`src/rtl/cdc_arb_pkg.sv`:
```
// Shared types and width helpers for the CDC channel arbiter.
package cdc_arb_pkg;

  typedef enum logic [1:0] {
    IDLE   = 2'd0,
    LAUNCH = 2'd1,
    HOLD   = 2'd2
  } t_arb_state;

  function automatic int unsigned idx_width(input int unsigned n);
    return (n < 2) ? 1 : $clog2(n);
  endfunction

  function automatic int unsigned cnt_width(input int unsigned hold);
    return (hold < 1) ? 1 : $clog2(hold + 1);
  endfunction

endpackage

```
`src/rtl/rr_arbiter.sv`:
```
// Combinational round-robin picker: first set request after the last-served index, with wrap.
module rr_arbiter
  import cdc_arb_pkg::*;
#(
  parameter int unsigned G_REQ = 4,
  parameter int unsigned IW    = idx_width(G_REQ)
) (
  input  logic [G_REQ-1:0] req,
  input  logic [IW-1:0]    last,
  output logic [G_REQ-1:0] grant_c,
  output logic [IW-1:0]    idx_c,
  output logic             any_c
);

  logic [IW-1:0] cand;

  always_comb begin
    grant_c = '0;
    idx_c   = '0;
    any_c   = 1'b0;
    cand    = '0;
    for (int unsigned i = 1; i <= G_REQ; i++) begin
      cand = IW'((32'(last) + i) % G_REQ);
      if (!any_c && req[cand]) begin
        grant_c[cand] = 1'b1;
        idx_c         = cand;
        any_c         = 1'b1;
      end
    end
  end

endmodule

```
`src/rtl/cdc_channel_arbiter.sv`:
```
// Domain-A controller sharing one pulse/data CDC channel among G_REQ requesters:
// round-robin accept, one-cycle launch pulse, then a fixed G_HOLD-cycle data guard window.
module cdc_channel_arbiter
  import cdc_arb_pkg::*;
#(
  parameter int unsigned G_REQ   = 4,
  parameter int unsigned G_WIDTH = 4,
  parameter int unsigned G_HOLD  = 8
) (
  input  logic                       i_clk_A,
  input  logic                       i_rst_A,
  input  logic [G_REQ-1:0]           i_valid,
  input  logic [G_REQ*G_WIDTH-1:0]   i_data,
  output logic [G_REQ-1:0]           o_ready,
  output logic                       o_pulse_A,
  output logic [G_WIDTH-1:0]         o_data_A,
  output logic                       o_busy,
  output logic [$clog2(G_REQ)-1:0]   o_grant_id
);

  localparam int unsigned IW = idx_width(G_REQ);
  localparam int unsigned CW = cnt_width(G_HOLD);

  t_arb_state         state_q, state_d;
  logic [CW-1:0]      cnt_q, cnt_d;
  logic               accept;
  logic [G_REQ-1:0]   grant_c;
  logic [IW-1:0]      idx_c;
  logic               any_c;
  logic [IW-1:0]      last_q;
  logic [IW-1:0]      gid_q;
  logic [G_WIDTH-1:0] data_q;
  logic               pulse_q;
  logic               busy_q;

  rr_arbiter #(
    .G_REQ (G_REQ),
    .IW    (IW)
  ) u_rr (
    .req     (i_valid),
    .last    (last_q),
    .grant_c (grant_c),
    .idx_c   (idx_c),
    .any_c   (any_c)
  );

  // Grants are only offered while idle and out of reset.
  assign o_ready = (state_q == IDLE && !i_rst_A) ? grant_c : '0;

  always_ff @(posedge i_clk_A) begin
    if (i_rst_A) begin
      state_q <= IDLE;
      cnt_q   <= '0;
    end else begin
      state_q <= state_d;
      cnt_q   <= cnt_d;
    end
  end

  always_comb begin
    state_d = state_q;
    cnt_d   = cnt_q;
    accept  = 1'b0;
    case (state_q)
      IDLE: begin
        cnt_d = '0;
        if (any_c && |(i_valid & o_ready)) begin
          accept  = 1'b1;
          state_d = LAUNCH;
        end
      end
      LAUNCH: begin
        cnt_d   = '0;
        state_d = HOLD;
      end
      HOLD: begin
        // Counter tops out at G_HOLD, which fits CW bits, so it never wraps.
        cnt_d = cnt_q + CW'(1);
        if (cnt_q == CW'(G_HOLD - 1)) state_d = IDLE;
      end
      default: begin
        state_d = IDLE;
        cnt_d   = '0;
      end
    endcase
  end

  // Launch data, pointer and status registers.
  always_ff @(posedge i_clk_A) begin
    if (i_rst_A) begin
      data_q  <= '0;
      last_q  <= IW'(G_REQ - 1);
      gid_q   <= '0;
      pulse_q <= 1'b0;
      busy_q  <= 1'b0;
    end else begin
      pulse_q <= accept;
      busy_q  <= (state_d != IDLE);
      if (accept) begin
        data_q <= i_data[32'(idx_c)*G_WIDTH +: G_WIDTH];
        last_q <= idx_c;
        gid_q  <= idx_c;
      end
    end
  end

  assign o_pulse_A  = pulse_q;
  assign o_data_A   = data_q;
  assign o_busy     = busy_q;
  assign o_grant_id = gid_q;

endmodule

```
`config.mk`:
```
export PLATFORM = sky130hd
export DESIGN_NAME = cdc_channel_arbiter
export DESIGN_NICKNAME = d
export VERILOG_FILES = /design/src/rtl/cdc_arb_pkg.sv /design/src/rtl/rr_arbiter.sv /design/src/rtl/cdc_channel_arbiter.sv
export SDC_FILE = /design/constraint.sdc
export NUM_CORES = 1
export LEC_CHECK = 0
export ABC_AREA = 0
export CAP_MARGIN = 20
export CORE_UTILIZATION = 45
export DETAILED_ROUTE_END_ITERATION = 10
export PLACE_DENSITY = 0.79
export RECOVER_POWER = 100
export SLEW_MARGIN = 20
export SYNTH_ARGS = -nofsm -noshare
export SYNTH_HDL_FRONTEND = slang
export SYNTH_HIERARCHICAL = 1
export SYNTH_SLANG_ARGS = --single-unit
```
`constraint.sdc`:
```
create_clock -name i_clk_A -period 4.05 [get_ports i_clk_A]
set_input_delay 0.81 -clock i_clk_A [delete_from_list [all_inputs] [get_ports i_clk_A]]
set_output_delay 0.81 -clock i_clk_A [all_outputs]
set_load 0.005 [all_outputs]
```
==> results of run 1 <==
==> path summary, 6_finish.rpt <==
path,cells past startpoint,slack [ns],to
hold reg to reg,1,0.45,cnt_q[0]
setup reg to reg,8,0.79,o_data_A[2]
setup / recovery,6,0.11,o_ready[0]
hold / removal,1,0.45,cnt_q[0]
==> per-layer routing <==
layer	part of all wire	wire length [um]	vias up
li1	-	-	594
met1	0.43	1340	597
met2	0.51	1600	47
met3	0.041	127	10
met4	0.022	70	0
met5	0	0	-
==> registers in the layout, indices dropped and copies added, names as in the netlist <==
name,count
cnt_q,4
o_grant_id,2
last_q,2
o_data_A,4
o_busy,1
o_pulse_A,1
state_q,2
==> Yosys cell counts (3+ instances only) <==
| master | count |
|---|---|
| ha_1 | 9 |
| o21ai_0 | 4 |
| nand2b_1 | 5 |
| o21ai_1 | 5 |
| nand2_1 | 15 |
| a221o_1 | 4 |
| a21oi_1 | 3 |
| dfxtp_1 | 16 |
| mux4_2 | 5 |
| o211ai_1 | 4 |
| inv_1 | 6 |
| and2_1 | 4 |
| nor2_1 | 14 |
| buf_6 | 6 |
| nor3_1 | 6 |
| a211o_1 | 4 |
==> cell families after synthesis <==
family                   count (synthesis)  share of synthesized area
XOR/XNOR                                 2                     0.0134
AO/OA/AOI/OAI                           40                      0.242
buffers and inverters                   14                     0.0775
multiplexers                             8                      0.119
adder cells (fa/ha/maj)                  9                     0.0861
flip-flops                              16                      0.245
AND/OR/NAND/NOR                         55                      0.217
==> final cells by class <==
class | count | area, um^2 | share of cell area
multi-input combinational | 114 | 885 | 0.531
timing repair buffer | 37 | 360 | 0.216
sequential | 16 | 320 | 0.192
tap | 31 | 38.8 | 0.0233
clock buffer | 4 | 36.3 | 0.0218
inverter | 7 | 26.3 | 0.0158
==> power by group <==
part	leakage, nW	switching, mW	internal [mW]
combinational	0.561	0.414	0.379
clock	0.0210	0.0503	0.0548
sequential	0.131	0.0392	0.201
total	0.713	0.504	0.635
==> flow_metrics.py, run 1 <==
metrics = {
    "setup_path": {
        "cpMaxStageDelayCell": "mux4_2",
        "cp.buffers_inverters": 2,
        "cp.arrival_ns": 3.13,
        "startpoint": "i_valid[1]",
        "path_max_fanout": 9,
        "rr_startpoint": "last_q[1]",
        "crit_chain": "clkdlybuf4s50_1, mux4_2, a211oi_4, a221o_1, and2_1, clkdlybuf4s50_1",
        "worst-setup-path-type": "input port to output pin",
        "cp_common_cell": "clkdlybuf4s50_1",
        "start_kind": "input port",
        "worstPathRequired_ns": 3.24,
        "slowest_delay_ns": 0.63,
        "path_delay_family": "buffers and inverters",
        "end_kind": "output pin",
    },
    "synth": {
        "yosysTopAreaCell": "dfxtp_1",
        "yosysTopAreaCellShare": 0.245,
        "synth_edf_count": 0,
        "synth-seq-cells": 16,
        "synth_cells": 144,
        "synth_area_mm2": 0.00131,
        "synth-seq-area-share": 0.245,
        "yosys-top-cells-area": "dfxtp_1 24%, ha_1 8.6%, mux4_2 8.6%",
        "synth_ff_type": "dfxtp_1",
        "synth.distinct_cells": 44,
        "syn_area_per_cell_um2": 9.08,
        "ys_async_sr_fraction": 0,
        "yosys_warnings": 6,
        "synth.net_count": 175,
    },
    "global_route": {
        "grt_pass1_wl_mm": 5.25,
        "grt_use_total": 0.212,
        "use_met2": 0.358,
        "grt_antenna_before_repair": 0,
        "grt.overflow.total": 0,
        "use_met3": 0.0465,
        "use_met1": 0.256,
        "grt_max_degree": 17,
        "busiest_layer": "met2",
        "grt_pass1_vias": 1201,
    },
    "power": {
        "power_density_mw_per_mm2": 684,
        "power.leakage_nw": 0.713,
        "power_mw": 1.14,
        "worst_ir_drop_vdd_mv": 0.568,
    },
    "finish": {
        "num_antenna_cells": 0,
        "layout.cells.non_filler": 209,
        "drive_gt1_frac": 0.118,
        "mostFrequentLayoutCell": "clkdlybuf4s50_1",
        "final_cell_area_mm2": 0.00167,
        "layout_common_cells": "24 x clkdlybuf4s50_1, 16 x dfxtp_1, 15 x nand2_1",
        "nets": 210,
        "synthToLayoutAreaGrowth_pct": 27.5,
        "finish.utilization": 0.604,
        "fill_cells": 246,
    },
    "floorplanning": {
        "die_area_mm2": 0.00313,
        "dieWidth_um": 55.9,
        "chipHeight_um": 55.9,
        "io_pins": 34,
        "core_area_mm2": 0.00276,
        "rows": 19,
        "start_util": 0.474,
    },
    "hold_path": {
        "min_from": "cnt_q[0]",
        "hold_class": "register to register",
    },
    "sta": {
        "finalClockSkew_ns": 0.00757,
        "rsz0062_at_grt": "no",
        "finalHoldViolCount": 0,
        "worst_pin_slew_ns": 0.500,
        "finalSetupTns_ns": 0,
        "timing.slew.headroom": 0.666,
        "fin_ws_ns": 0.112,
        "fin_crit_ns": 3.94,
        "fmax_ghz": 0.254,
        "maxSlewViolCount": 0,
        "setup_violations": 0,
        "min_period_over_period": 0.972,
        "hold-worst-slack_ns": 0.445,
    },
    "outcome": {
        "status": "complete, no violations",
    },
    "clock_tree": {
        "cts_tree": "built",
        "post_cts_buffers": 0,
        "worstSkewPairLatency_ns": 0.29,
        "clkTransAtPathRegs_ns": 0.09,
        "numCtsBuffers": 3,
        "cts.sinks": 16,
        "ctsHoldBuffers": 0,
        "clockRootBuffer": "clkbuf_4",
        "cts_htree_levels": 1,
        "clockBufferDepth": 2,
        "cts.repair.resized": 0,
    },
    "place": {
        "pre_cts_ws_ns": 0.134,
        "globalplace.congestion": 0.880,
        "place_inst": 205,
        "dp_hpwl_mm": 2.40,
        "io_buffers": 33,
        "place_area_mm2": 0.00163,
    },
    "run": {
        "maxCapViolations": 0,
    },
    "drt": {
        "antenna_left": 0,
        "drt-total-wl_mm": 3.13,
        "first_pass_iters": 4,
        "routed-via-count": 1248,
        "drc": 0,
        "vias_per_cell": 5.97,
        "drt_iter0_drc": 75,
        "wl_per_cell_um": 15.0,
    },
}
Note: power is estimated with default switching activity, not from simulation.
==> run 2, diff against run 1 <==
--- a/config.mk
+++ b/config.mk
@@ -11,6 +11,7 @@
 export DETAILED_ROUTE_END_ITERATION = 10
 export PLACE_DENSITY = 0.79
 export RECOVER_POWER = 100
+export REMOVE_ABC_BUFFERS = 1
 export SLEW_MARGIN = 20
 export SYNTH_ARGS = -nofsm -noshare
 export SYNTH_HDL_FRONTEND = slang
==> run 2 against run 1 <==
Effect of this change:
- flip-flop and latch count is the same
- power grew 0.86%
- non-clock buffer count grew 4
- worst setup slack better by 0.083 ns
- die area unchanged
- register-to-register slack improved by 0.34 ns
==> flow_metrics.py, run 2 (synthesized netlist as in run 1, its figures left out) <==
metrics = {
    "power": {
        "power.leakage_nw": 0.733,
        "power_density_mw_per_mm2": 678,
        "power_mw": 1.15,
        "worst_ir_drop_vdd_mv": 0.436,
    },
    "sta": {
        "timing.slew.headroom": 0.692,
        "finalHoldViolCount": 0,
        "worst_pin_slew_ns": 0.460,
        "min_period_over_period": 0.952,
        "finalSetupTns_ns": 0,
        "finalClockSkew_ns": 0.00165,
        "fin_crit_ns": 3.85,
        "maxSlewViolCount": 0,
        "rsz0062_at_grt": "no",
        "setup_violations": 0,
        "hold-worst-slack_ns": 0.465,
        "fmax_ghz": 0.259,
    },
    "setup_path": {
        "path_max_fanout": 5,
        "worstPathRequired_ns": 3.24,
        "worst-setup-path-type": "input port to output pin",
        "r2r_cells": 8,
        "end_kind": "output pin",
        "endpoint": "o_ready[2]",
        "r2r_end": "o_data_A[0]",
        "cp.arrival_ns": 3.04,
        "cp_common_cell": "clkdlybuf4s50_1",
        "startpoint": "i_valid[3]",
        "slowest_delay_ns": 0.53,
        "cpMaxStageDelayCell": "clkdlybuf4s50_1",
        "crit_chain": "clkdlybuf4s50_1, clkbuf_1, nand2_1, o21ai_1, a21oi_1, o22ai_2, a221o_1, and2_1, clkdlybuf4s50_1",
        "r2r_slack_ns": 1.13,
        "rr_startpoint": "last_q[1]",
        "start_kind": "input port",
    },
    "finish": {
        "drive_gt1_frac": 0.132,
        "fill_cells": 237,
        "layout_common_cells": "24 x clkdlybuf4s50_1, 16 x dfxtp_1, 15 x nand2_1",
        "finish.utilization": 0.614,
        "nets": 214,
        "mostFrequentLayoutCell": "clkdlybuf4s50_1",
        "synthToLayoutAreaGrowth_pct": 29.6,
        "num_antenna_cells": 0,
    },
    "clock_tree": {
        "numCtsBuffers": 3,
        "cts.repair.resized": 0,
        "cts_htree_levels": 1,
        "post_cts_buffers": 0,
        "worstSkewPairLatency_ns": 0.29,
        "cts.sinks": 16,
        "ctsHoldBuffers": 0,
        "clockBufferDepth": 2,
        "clkTransAtPathRegs_ns": 0.09,
        "clockRootBuffer": "clkbuf_4",
        "cts_tree": "built",
    },
    "global_route": {
        "grt.overflow.total": 0,
        "grt_max_degree": 17,
        "grt_antenna_before_repair": 0,
        "grt_use_total": 0.219,
        "grt_pass1_wl_mm": 5.38,
        "grt_pass1_vias": 1236,
    },
    "drt": {
        "vias_per_cell": 5.92,
        "antenna_left": 0,
        "routed-via-count": 1262,
        "wl_per_cell_um": 15.0,
        "drt_iter0_drc": 64,
        "drt-total-wl_mm": 3.19,
        "drc": 0,
        "first_pass_iters": 4,
    },
    "hold_path": {
        "hold_class": "register to register",
    },
    "floorplanning": {
        "chipHeight_um": 55.9,
        "start_util": 0.474,
        "dieWidth_um": 55.9,
        "rows": 19,
        "die_area_mm2": 0.00313,
        "core_area_mm2": 0.00276,
        "io_pins": 34,
    },
    "run": {
        "maxCapViolations": 0,
    },
    "place": {
        "globalplace.congestion": 0.904,
        "dp_hpwl_mm": 2.59,
        "io_buffers": 33,
    },
    "outcome": {
        "status": "complete, no violations",
    },
}
## run 2: critical path: cells and delay by family
kind	cells	cell delay, ns
AO/OA/AOI/OAI	4	0.71
buffers and inverters	3	1.31
AND/OR/NAND/NOR	2	0.21
## run 2: routing by layer
layer / vias to the layer above / GRT usage / routed length, um
li1: 600 / - / -
met1: 615 / 0.262 / 1400
met2: 43 / 0.399 / 1630
met3: 4 / 0.0163 / 106
met4: 0 / 0.0941 / 52
met5: - / 0 / 0
## run 2: final cells by class
class                           instances  area [um^2]  area share
Timing Repair Buffer                   41          387       0.228
Tap cell                               31         38.8      0.0229
Multi-Input combinational cell        114          886       0.523
Sequential cell                        16          320       0.189
Inverter                                7         26.3      0.0155
Clock buffer                            4         36.3      0.0214
## run 2: report_power, final
part	total, mW	switching [mW]	internal, mW
clock	0.108	0.0528	0.0548
sequential	0.227	0.0254	0.201
combinational	0.815	0.429	0.386
## run 2: worst min path at each step
stage / startpoint / endpoint / slack [ns] / depth (start not counted)
finish: o_grant_id[1] / o_grant_id[1] / 0.47 / 2
global route: o_grant_id[1] / o_grant_id[1] / 0.50 / 2
CTS: o_grant_id[1] / o_grant_id[1] / 0.47 / 2
detailed placement: cnt_q[0] / cnt_q[0] / 0.46 / 1
global placement: cnt_q[0] / cnt_q[0] / 0.44 / 1
floorplan: cnt_q[0] / cnt_q[0] / 0.42 / 1
## run 2: per-stage QoR
step	worst slack, ns	std cells	area, um^2
finish	0.195	213	1690
floorplan	1.13	137	1230
global route	0.0956	213	1690
global placement	0.252	209	1660
detailed placement	0.208	209	1660
CTS	0.208	213	1700
